**src/rtl/xnor_pkg.sv**
```systemverilog
// Shared constants and FSM state encoding for the XNOR stream driver and its result packer.
package xnor_pkg;

    localparam int KERNEL_SIZE    = 9;
    localparam int RELU_THRESHOLD = 5;
    localparam int OUT_WORD_W     = 8;
    localparam int WIN_CNT_W      = 16;
    localparam int BIT_IDX_W      = $clog2(OUT_WORD_W);

    typedef enum logic [2:0] {
        IDLE,
        LOAD_W,
        STREAM,
        DRAIN,
        FLUSH,
        DONE
    } state_t;

endpackage

```
**src/rtl/xnor_result_packer.sv**
```systemverilog
// Collects popcount result bits LSB first into output words; emits a word when full or
// when the job's final bit arrives (zero-padded above the last valid bit).
module xnor_result_packer
    import xnor_pkg::*;
(
    input  logic                  clock,
    input  logic                  reset,
    input  logic                  clear,
    input  logic                  bit_valid,
    input  logic                  bit_data,
    input  logic                  bit_last,
    output logic                  res_valid,
    output logic [OUT_WORD_W-1:0] res_data,
    output logic                  res_last
);

    logic [OUT_WORD_W-1:0] shreg_q, shreg_d;
    logic [BIT_IDX_W-1:0]  idx_q, idx_d;
    logic                  res_valid_q, res_valid_d;
    logic [OUT_WORD_W-1:0] res_data_q, res_data_d;
    logic                  res_last_q, res_last_d;
    logic [OUT_WORD_W-1:0] word;

    always_comb begin
        shreg_d     = shreg_q;
        idx_d       = idx_q;
        res_valid_d = 1'b0;
        res_data_d  = res_data_q;
        res_last_d  = 1'b0;
        word        = shreg_q | (OUT_WORD_W'(bit_data) << idx_q);
        if (clear) begin
            shreg_d = '0;
            idx_d   = '0;
        end else if (bit_valid) begin
            // Upper bits of shreg are always zero, so a short final word comes out padded.
            if ((idx_q == BIT_IDX_W'(OUT_WORD_W - 1)) || bit_last) begin
                res_valid_d = 1'b1;
                res_data_d  = word;
                res_last_d  = bit_last;
                shreg_d     = '0;
                idx_d       = '0;
            end else begin
                shreg_d = word;
                idx_d   = idx_q + 1'b1;
            end
        end
    end

    always_ff @(posedge clock) begin
        if (reset) begin
            shreg_q     <= '0;
            idx_q       <= '0;
            res_valid_q <= 1'b0;
            res_data_q  <= '0;
            res_last_q  <= 1'b0;
        end else begin
            shreg_q     <= shreg_d;
            idx_q       <= idx_d;
            res_valid_q <= res_valid_d;
            res_data_q  <= res_data_d;
            res_last_q  <= res_last_d;
        end
    end

    assign res_valid = res_valid_q;
    assign res_data  = res_data_q;
    assign res_last  = res_last_q;

endmodule

```
**src/rtl/xnor_stream_driver.sv**
```systemverilog
// Job sequencer feeding one weight and a stream of pixel windows to a popcount unit,
// and packing the returned result bits into output words.
module xnor_stream_driver
    import xnor_pkg::*;
(
    input  logic                   clock,
    input  logic                   reset,
    input  logic                   start,
    input  logic [WIN_CNT_W-1:0]   num_windows,
    input  logic                   wt_valid,
    input  logic [KERNEL_SIZE-1:0] wt_data,
    output logic                   wt_ready,
    input  logic                   px_valid,
    input  logic [KERNEL_SIZE-1:0] px_data,
    output logic                   px_ready,
    output logic                   weight_wr,
    output logic [KERNEL_SIZE-1:0] weight_out,
    output logic                   input_plugin,
    output logic [KERNEL_SIZE-1:0] pixels_out,
    input  logic                   pop_ready,
    input  logic                   pop_result,
    output logic                   res_valid,
    output logic [OUT_WORD_W-1:0]  res_data,
    output logic                   res_last,
    output logic                   busy,
    output logic                   done
);

    state_t                 state_q, state_d;
    logic [WIN_CNT_W-1:0]   n_q, n_d;
    logic [WIN_CNT_W-1:0]   issued_q, issued_d;
    logic [WIN_CNT_W-1:0]   received_q, received_d;
    logic                   weight_wr_q, weight_wr_d;
    logic [KERNEL_SIZE-1:0] weight_out_q, weight_out_d;
    logic                   input_plugin_q, input_plugin_d;
    logic [KERNEL_SIZE-1:0] pixels_out_q, pixels_out_d;
    logic                   wt_ready_q, wt_ready_d;
    logic                   px_ready_q, px_ready_d;
    logic                   busy_q, busy_d;
    logic                   done_q, done_d;

    logic wt_hs, px_hs, pop_acc, pop_last, pack_clear;

    always_comb begin
        state_d        = state_q;
        n_d            = n_q;
        issued_d       = issued_q;
        received_d     = received_q;
        weight_wr_d    = 1'b0;
        weight_out_d   = weight_out_q;
        input_plugin_d = 1'b0;
        pixels_out_d   = pixels_out_q;
        pack_clear     = 1'b0;

        wt_hs    = wt_valid & wt_ready_q;
        px_hs    = px_valid & px_ready_q;
        pop_acc  = pop_ready && ((state_q == STREAM) || (state_q == DRAIN)) && (received_q < n_q);
        pop_last = pop_acc && ((received_q + 16'd1) == n_q);

        if (px_hs) begin
            input_plugin_d = 1'b1;
            pixels_out_d   = px_data;
            issued_d       = issued_q + 16'd1;
        end
        if (pop_acc) begin
            received_d = received_q + 16'd1;
        end

        unique case (state_q)
            IDLE: begin
                if (start) begin
                    n_d        = num_windows;
                    issued_d   = '0;
                    received_d = '0;
                    pack_clear = 1'b1;
                    state_d    = (num_windows == '0) ? DONE : LOAD_W;
                end
            end
            LOAD_W: begin
                if (wt_hs) begin
                    weight_wr_d  = 1'b1;
                    weight_out_d = wt_data;
                    state_d      = STREAM;
                end
            end
            STREAM: if (issued_q == n_q) state_d = DRAIN;
            // Look at the post-increment count so the final word and done stay one cycle apart.
            DRAIN:  if (received_d == n_q) state_d = FLUSH;
            FLUSH:  state_d = DONE;
            DONE:   state_d = IDLE;
            default: state_d = IDLE;
        endcase

        wt_ready_d = (state_d == LOAD_W);
        // No window may be issued in the same cycle the weight is being written.
        px_ready_d = (state_d == STREAM) && (issued_d < n_d) && !weight_wr_d;
        busy_d     = (state_d != IDLE);
        done_d     = (state_d == DONE);
    end

    always_ff @(posedge clock) begin
        if (reset) begin
            state_q        <= IDLE;
            n_q            <= '0;
            issued_q       <= '0;
            received_q     <= '0;
            weight_wr_q    <= 1'b0;
            weight_out_q   <= '0;
            input_plugin_q <= 1'b0;
            pixels_out_q   <= '0;
            wt_ready_q     <= 1'b0;
            px_ready_q     <= 1'b0;
            busy_q         <= 1'b0;
            done_q         <= 1'b0;
        end else begin
            state_q        <= state_d;
            n_q            <= n_d;
            issued_q       <= issued_d;
            received_q     <= received_d;
            weight_wr_q    <= weight_wr_d;
            weight_out_q   <= weight_out_d;
            input_plugin_q <= input_plugin_d;
            pixels_out_q   <= pixels_out_d;
            wt_ready_q     <= wt_ready_d;
            px_ready_q     <= px_ready_d;
            busy_q         <= busy_d;
            done_q         <= done_d;
        end
    end

    xnor_result_packer u_packer (
        .clock     (clock),
        .reset     (reset),
        .clear     (pack_clear),
        .bit_valid (pop_acc),
        .bit_data  (pop_result),
        .bit_last  (pop_last),
        .res_valid (res_valid),
        .res_data  (res_data),
        .res_last  (res_last)
    );

    assign wt_ready     = wt_ready_q;
    assign px_ready     = px_ready_q;
    assign weight_wr    = weight_wr_q;
    assign weight_out   = weight_out_q;
    assign input_plugin = input_plugin_q;
    assign pixels_out   = pixels_out_q;
    assign busy         = busy_q;
    assign done         = done_q;

endmodule

```
**config.mk**
```make
export PLATFORM = sky130hd
export DESIGN_NAME = xnor_stream_driver
export DESIGN_NICKNAME = d
export VERILOG_FILES = /design/src/rtl/xnor_pkg.sv /design/src/rtl/xnor_result_packer.sv /design/src/rtl/xnor_stream_driver.sv
export SDC_FILE = /design/constraint.sdc
export NUM_CORES = 1
export LEC_CHECK = 0
export CAP_MARGIN = 40
export CORE_MARGIN = 4
export CORE_UTILIZATION = 38
export CTS_CLUSTER_SIZE = 12
export DETAILED_ROUTE_END_ITERATION = 7
export PLACE_DENSITY = 0.61
export SLEW_MARGIN = 40
export SYNTH_ARGS = -nofsm -noshare
export SYNTH_HDL_FRONTEND = slang
export SYNTH_SLANG_ARGS = --single-unit
```
**constraint.sdc**
```tcl
create_clock -name clock -period 3.9 [get_ports clock]
set_input_delay 0.585 -clock clock [delete_from_list [all_inputs] [get_ports clock]]
set_output_delay 0.585 -clock clock [all_outputs]
set_load 0.005 [all_outputs]
```
; Yosys cells after proc, flatten, opt, wreduce, memory -nomap -nowiden
; Index checks and enable logic that the tools add are counted.
[op_classes]
addsub = 3
magnitude_cmp = 2
n_eq_ne = 11
shift = 1
mux = 22
bitwise_logic = 6
n_reduce_logical = 16
[ops]
columns = op, n
row1 = $mux W16, 8
row2 = $eq A16 B16 Y1, 3
row3 = $add A16 B1 Y16 const B, 2
row4 = $lt A16 B16 Y1, 2
row5 = $mux W3, 6
row6 = $logic_not A16 Y1, 1
row7 = $pmux W3 S5, 1
row8 = $eq A3 B2 Y1 const B, 3
row9 = $eq A3 B3 Y1 const B, 3
row10 = $mux W8, 1
row11 = $or A8 B8 Y8, 1
row12 = $shl A1 B3 Y8, 1
row13 = $eq A3 B1 Y1 const B, 2
row14 = $mux W1, 6
row15 = $logic_and A1 B1 Y1, 5
row16 = $reduce_or A4 Y1, 1
row17 = $add A3 B1 Y3 const B, 1
row18 = $logic_not A3 Y1, 1
row19 = $not A1 Y1, 3
row20 = $reduce_and A3 Y1, 1
row21 = $reduce_bool A3 Y1, 1
row22 = $reduce_or A3 Y1, 1
row23 = $and A1 B1 Y1, 2
row24 = $logic_or A1 B1 Y1, 2
row25 = 3 further kinds, 3
[totals]
ff_bits = 96
inputBits = 41
output_inout_bits = 34
wordCells = 78

; Longest topological paths before layout
[depth]
ltp_word = 11
depth_mapped = 13
mapped_depth_nobuf = 13

; By module
; From an unflattened synthesis, not the netlist that was laid out.
[hier_totals]
hier_cells = 679
hier_area_um2 = 5509.0
[modules_own_cells]
columns = mod, n_inst, cells_each, area_per_inst_um2, seq_area_each_um2
row1 = xnor_stream_driver, 1, 591, 4674.5, 1501.4
row2 = xnor_result_packer, 1, 88, 834.6, 420.4

; Worst setup path after synthesis
; No wires, ideal clock.
[synth_path]
path_type = input to register
start = input start
end = register px_ready_q, in the netlist px_ready
setup_time_ns = 0.070
t_arrival_ns = 2.850
t_required_ns = 3.830
path_slack_ns = 0.980
stages = 11
n_path_buf = 2
cell_sequence = nor4b_2 > clkbuf_1 > buf_1 > a21oi_1 > ha_1 > o211a_1 > o21a_1 > o21ai_0 > a21oi_1 > or4_1 > a21oi_1
[synth_between]
elab_chain_cells = 5
word_cells_on_any_way = 10
cone_classes = order compare: 1 / eq/ne: 1 / mux: 6 / reduce/logical: 2
[synth_rtl]
columns = item, line_no
row1 = "start, declared", xnor_stream_driver.sv:8  ; input logic start,
row2 = $mux W16 or $mux W3 (tied branches), xnor_stream_driver.sv:71  ; if (start) begin
row3 = $mux W16 or $pmux W3 S5 (tied branches), xnor_stream_driver.sv:69  ; unique case (state_q)
row4 = $lt A16 B16 Y1 or $eq A3 B2 Y1 (tied branches), xnor_stream_driver.sv:96  ; px_ready_d = (state_d == STREAM) && (issued_d < n_d) && !weight_wr_d;
row5 = $logic_and A1 B1 Y1 (*) (2 in a row), xnor_stream_driver.sv:96
row6 = "end signal, assigned", xnor_stream_driver.sv:125  ; px_ready_q <= px_ready_d;
row7 = "end, declared", xnor_stream_driver.sv:38  ; logic px_ready_q, px_ready_d;
; Mark *: on every way between the ends. The rest lies on a longest branch, timed or not.
; A chain may end at the register's enable or synchronous reset.

; Worst setup path after layout
[layout_path]
start = register received_q[0]
end = register u_packer.res_data_q[4], in the netlist u_packer.res_data[4]
[layout_between]
elab_chain_cells = 5
word_cells_on_any_way = 7
cone_classes = add/sub: 1 / order compare: 1 / eq/ne: 1 / reduce/logical: 4
[layout_rtl]
columns = item, line_no
row1 = "start, declared", xnor_stream_driver.sv:32  ; logic [WIN_CNT_W-1:0] received_q, received_d;
row2 = "start signal, assigned", xnor_stream_driver.sv:119  ; received_q <= received_d;
row3 = $add A16 B1 Y16 or $lt A16 B16 Y1 (tied branches), "xnor_stream_driver.sv:58, xnor_stream_driver.sv:57"
row4 = $eq A16 B16 Y1 or $logic_and A1 B1 Y1 (tied branches), "xnor_stream_driver.sv:58, xnor_stream_driver.sv:57"
row5 = $logic_and A1 B1 Y1, xnor_stream_driver.sv:58  ; pop_last = pop_acc && ((received_q + 16'd1) == n_q);
row6 = $logic_or A1 B1 Y1, xnor_result_packer.sv:36  ; if ((idx_q == BIT_IDX_W'(OUT_WORD_W - 1)) || bit_last) begin
row7 = $reduce_and A3 Y1 (no source line) (*), -
row8 = "end signal, assigned", xnor_result_packer.sv:60  ; res_data_q <= res_data_d;
row9 = "end, declared", xnor_result_packer.sv:20  ; logic [OUT_WORD_W-1:0] res_data_q, res_data_d;
; Marked as above.

==> results.toml <==
[grt]
grt_max_degree = 61
use_met3_pct = 4.691
grt-ovfl-total = 0
grt_pass1_vias = 4885
grtUsageMet1_pct = 25.71
grt_pass1_wl_um = 24780
grt_usage_pct = 18.66
grtUsageMet2_pct = 29.70
grt-busiest-layer = "met2"
antenna_found_initial = 0

[sta]
finalHoldViolations = 0
tightest_slew_ns = 0.6852
post-route-min-period_ns = 3.247
drv_slew = 0
fmax_ghz = 0.3079
worst_slack_ns = 0.6526
slew_headroom_pct = 54.07
setup_viol = 0
post-route-period-util_pct = 83.27
fin_setup_tns_ns = 0
skew_ns = 0.007488
rsz0062_at_grt = "false"

[yosys]
synth_top_area_share_pct = 34.56
synth_edf_count = 0
synth_ff_type = "dfxtp_1"
synth_area_um2 = 5560
synth_area_leaders = "dfxtp_1, ha_1, xnor2_1"
ys_seq_area_share_pct = 34.56
synth_area_leader_cell = "dfxtp_1"
ys_seq_elements = 96
ys_async_sr_fraction_pct = 0
synth_fp_nets = 754
avgSynthCellArea_um2 = 8.201
netlist_instances = 678
ys_types = 62
ys_warn_count = 0

[setup_path]
cp_common_cell = "nor3_1"
arrival_ns = 3.45
worstSetupPathType = "reg2reg"
critPathLaunchType = "flop"
crit_fanout = 19
path_cells = "ha_1 > nand3_1 > buf_4 > nor3_1 > xnor2_1 > o2111ai_1 > nor3_1 > a41oi_2 > nor2_4 > a211oi_1"
regToRegSetupSlack_ns = 0.65
critPathMaxStageDelay_ns = 0.56
slowest_stage = "nor3_1"
cp-end-kind = "flop"
required_ns = 4.10

[floorplanning]
fp.dieW_um = 129.0
start_util_pct = 39.45
core_area_um2 = 14100
die-area_um2 = 16630
fp.dieH_um = 129.0
ioPinCount = 75
rows = 43

[placed_design]
hpwl_um = 11490
port_buffers = 74
pre_cts_slack_ns = 0.4534
place_area_um2 = 6425
gp_congestion = 0.9030

[drt]
drt-total-wl_um = 15190
ant_nets = 0
dr.pass1.iters = 5
first_iter_violations = 358
vias = 5003
remaining_drc_errors = 0
wl_per_cell_um = 16.49
vias_per_cell = 5.432

[pwr]
powerDensity_nw_per_um2 = 332.0
irDropWorstVdd_uv = 307.6
power_leakage_nw = 2.499

[final_layout]
post-route-util_pct = 47.57
diodes = 0
area_growth_pct = 20.59
nFillCells = 1414
layout.nets = 812
ff_latch_area_um2 = 1922
drive_gt1_share_pct = 6.478
multi_input_area_um2 = 3405
design_area_um2 = 6705

[cts]
cts_root_buffer = "clkbuf_16"
cts_buffers = 9
hold_buffers = 0
h-tree-depth = 3
clk_latency_ns = 0.36
postCtsResizedCells = 0
path_clk_slew_ns = 0.06
cts.path.max_buffers = 2
cts_tree = "yes"
post-cts-setup-buffer-count = 0
cts_sinks = 96

[job]
drv_cap = 0

[outcome]
status = "complete, no violations"

[worst_hold_path]
hold_class = "reg2reg"
-- report_power, final --
group	switching (mW)	internal [mW]	total [mW]
Sequential	0.0285	1.00	1.03
Clock	0.380	0.469	0.848
Combinational	0.200	0.148	0.348
Total	0.608	1.62	2.23
-- worst max-delay path: cells and delay by family, from the launching register on --
family / cells / cell delay (ns)
AND/OR/NAND/NOR: 4 / 1.40
AO/OA/AOI/OAI: 3 / 0.58
flip-flops: 1 / 0.47
adder cells (fa/ha/maj): 1 / 0.27
buffers and inverters: 1 / 0.18
XOR/XNOR: 1 / 0.18
-- synth_stat cells, drive strengths merged (2+ instances only) --
master / n
o21ai: 13
nor3: 41
and2: 2
and4: 4
inv: 20
o211a: 2
clkbuf: 15
a211oi: 11
and3: 10
nor4b: 4
dfxtp: 96
nand2: 71
nor2: 88
nand2b: 3
ha: 35
or2: 3
o21a: 3
nand4: 15
xor2: 36
a41oi: 5
a21o: 4
buf: 19
a31oi: 12
a21oi: 67
nor2b: 8
xnor2: 38
a211o: 2
o211ai: 3
nand3: 14
mux2i: 3
nor4: 14
or4: 2
-- area by class of cell --
class                      count  share of cell area (%)
clock buffer                  14                   3.937
timing repair buffer          81                   11.94
inverter                      20                   1.120
multi-input combinational    528                   50.77
clock inverter                 2                  0.2053
sequential                    96                   28.66
tap                          180                   3.359
-- state kept, by name, summed over array words and instances (netlist names), 3 cells and up --
register           count
u_packer.idx_q         3
u_packer.shreg_q       8
pixels_out             9
state_q                3
issued_q              16
weight_out             9
n_q                   16
u_packer.res_data      8
received_q            16
-- stage by stage --
stage / total power [mW] / hold WS [ns] / cells
after floorplan: 1.258 / 0.4527 / 678
after global placement: 1.389 / 0.4434 / 905
after detailed placement: 1.396 / 0.4491 / 905
after CTS: 2.249 / 0.4601 / 921
after global routing: 2.330 / 0.4786 / 921
final: 2.226 / 0.4564 / 921
-- kinds of logic after synthesis --
| kind of cell | Yosys count | synth area share (%) |
|---|---|---|
| compound gates | 133 | 14.94 |
| fa+ha+maj | 35 | 7.876 |
| xor+xnor | 74 | 11.66 |
| mux | 3 | 0.5401 |
| simple gates | 283 | 25.83 |
| flops | 96 | 34.56 |
| buf+inv | 54 | 4.590 |
-- metal layers --
metal  wire, um  up-vias  part of all wire, %
met5          0        -                    0
met4        165        0                  1.1
met3        873       15                  5.7
met2       7014      123                   46
met1       7133     2369                   47
li1           -     2496                    -
-- placed cells by master, fill, tap and decap left out, types with 9 or more instances in the layout --
| cell | n |
|---|---|
| a211oi_1 | 11 |
| a21oi_1 | 66 |
| a31oi_1 | 12 |
| and3_1 | 9 |
| clkbuf_16 | 9 |
| clkdlybuf4s50_1 | 73 |
| dfxtp_1 | 96 |
| ha_1 | 35 |
| inv_1 | 20 |
| nand2_1 | 71 |
| nand3_1 | 13 |
| nand4_1 | 14 |
| nor2_1 | 87 |
| nor3_1 | 29 |
| nor3_2 | 12 |
| nor4_1 | 13 |
| o21ai_0 | 12 |
| xnor2_1 | 38 |
| xor2_1 | 36 |
-- worst paths after layout --
kind | start | to | cells past startpoint
min reg2reg | pixels_out[7] | pixels_out[7] | 2
min | pixels_out[7] | pixels_out[7] | 2
max | received_q[0] | u_packer.res_data[4] | 10
max reg2reg | received_q[0] | u_packer.res_data[4] | 10
Note: power is estimated with default switching activity, not from simulation.
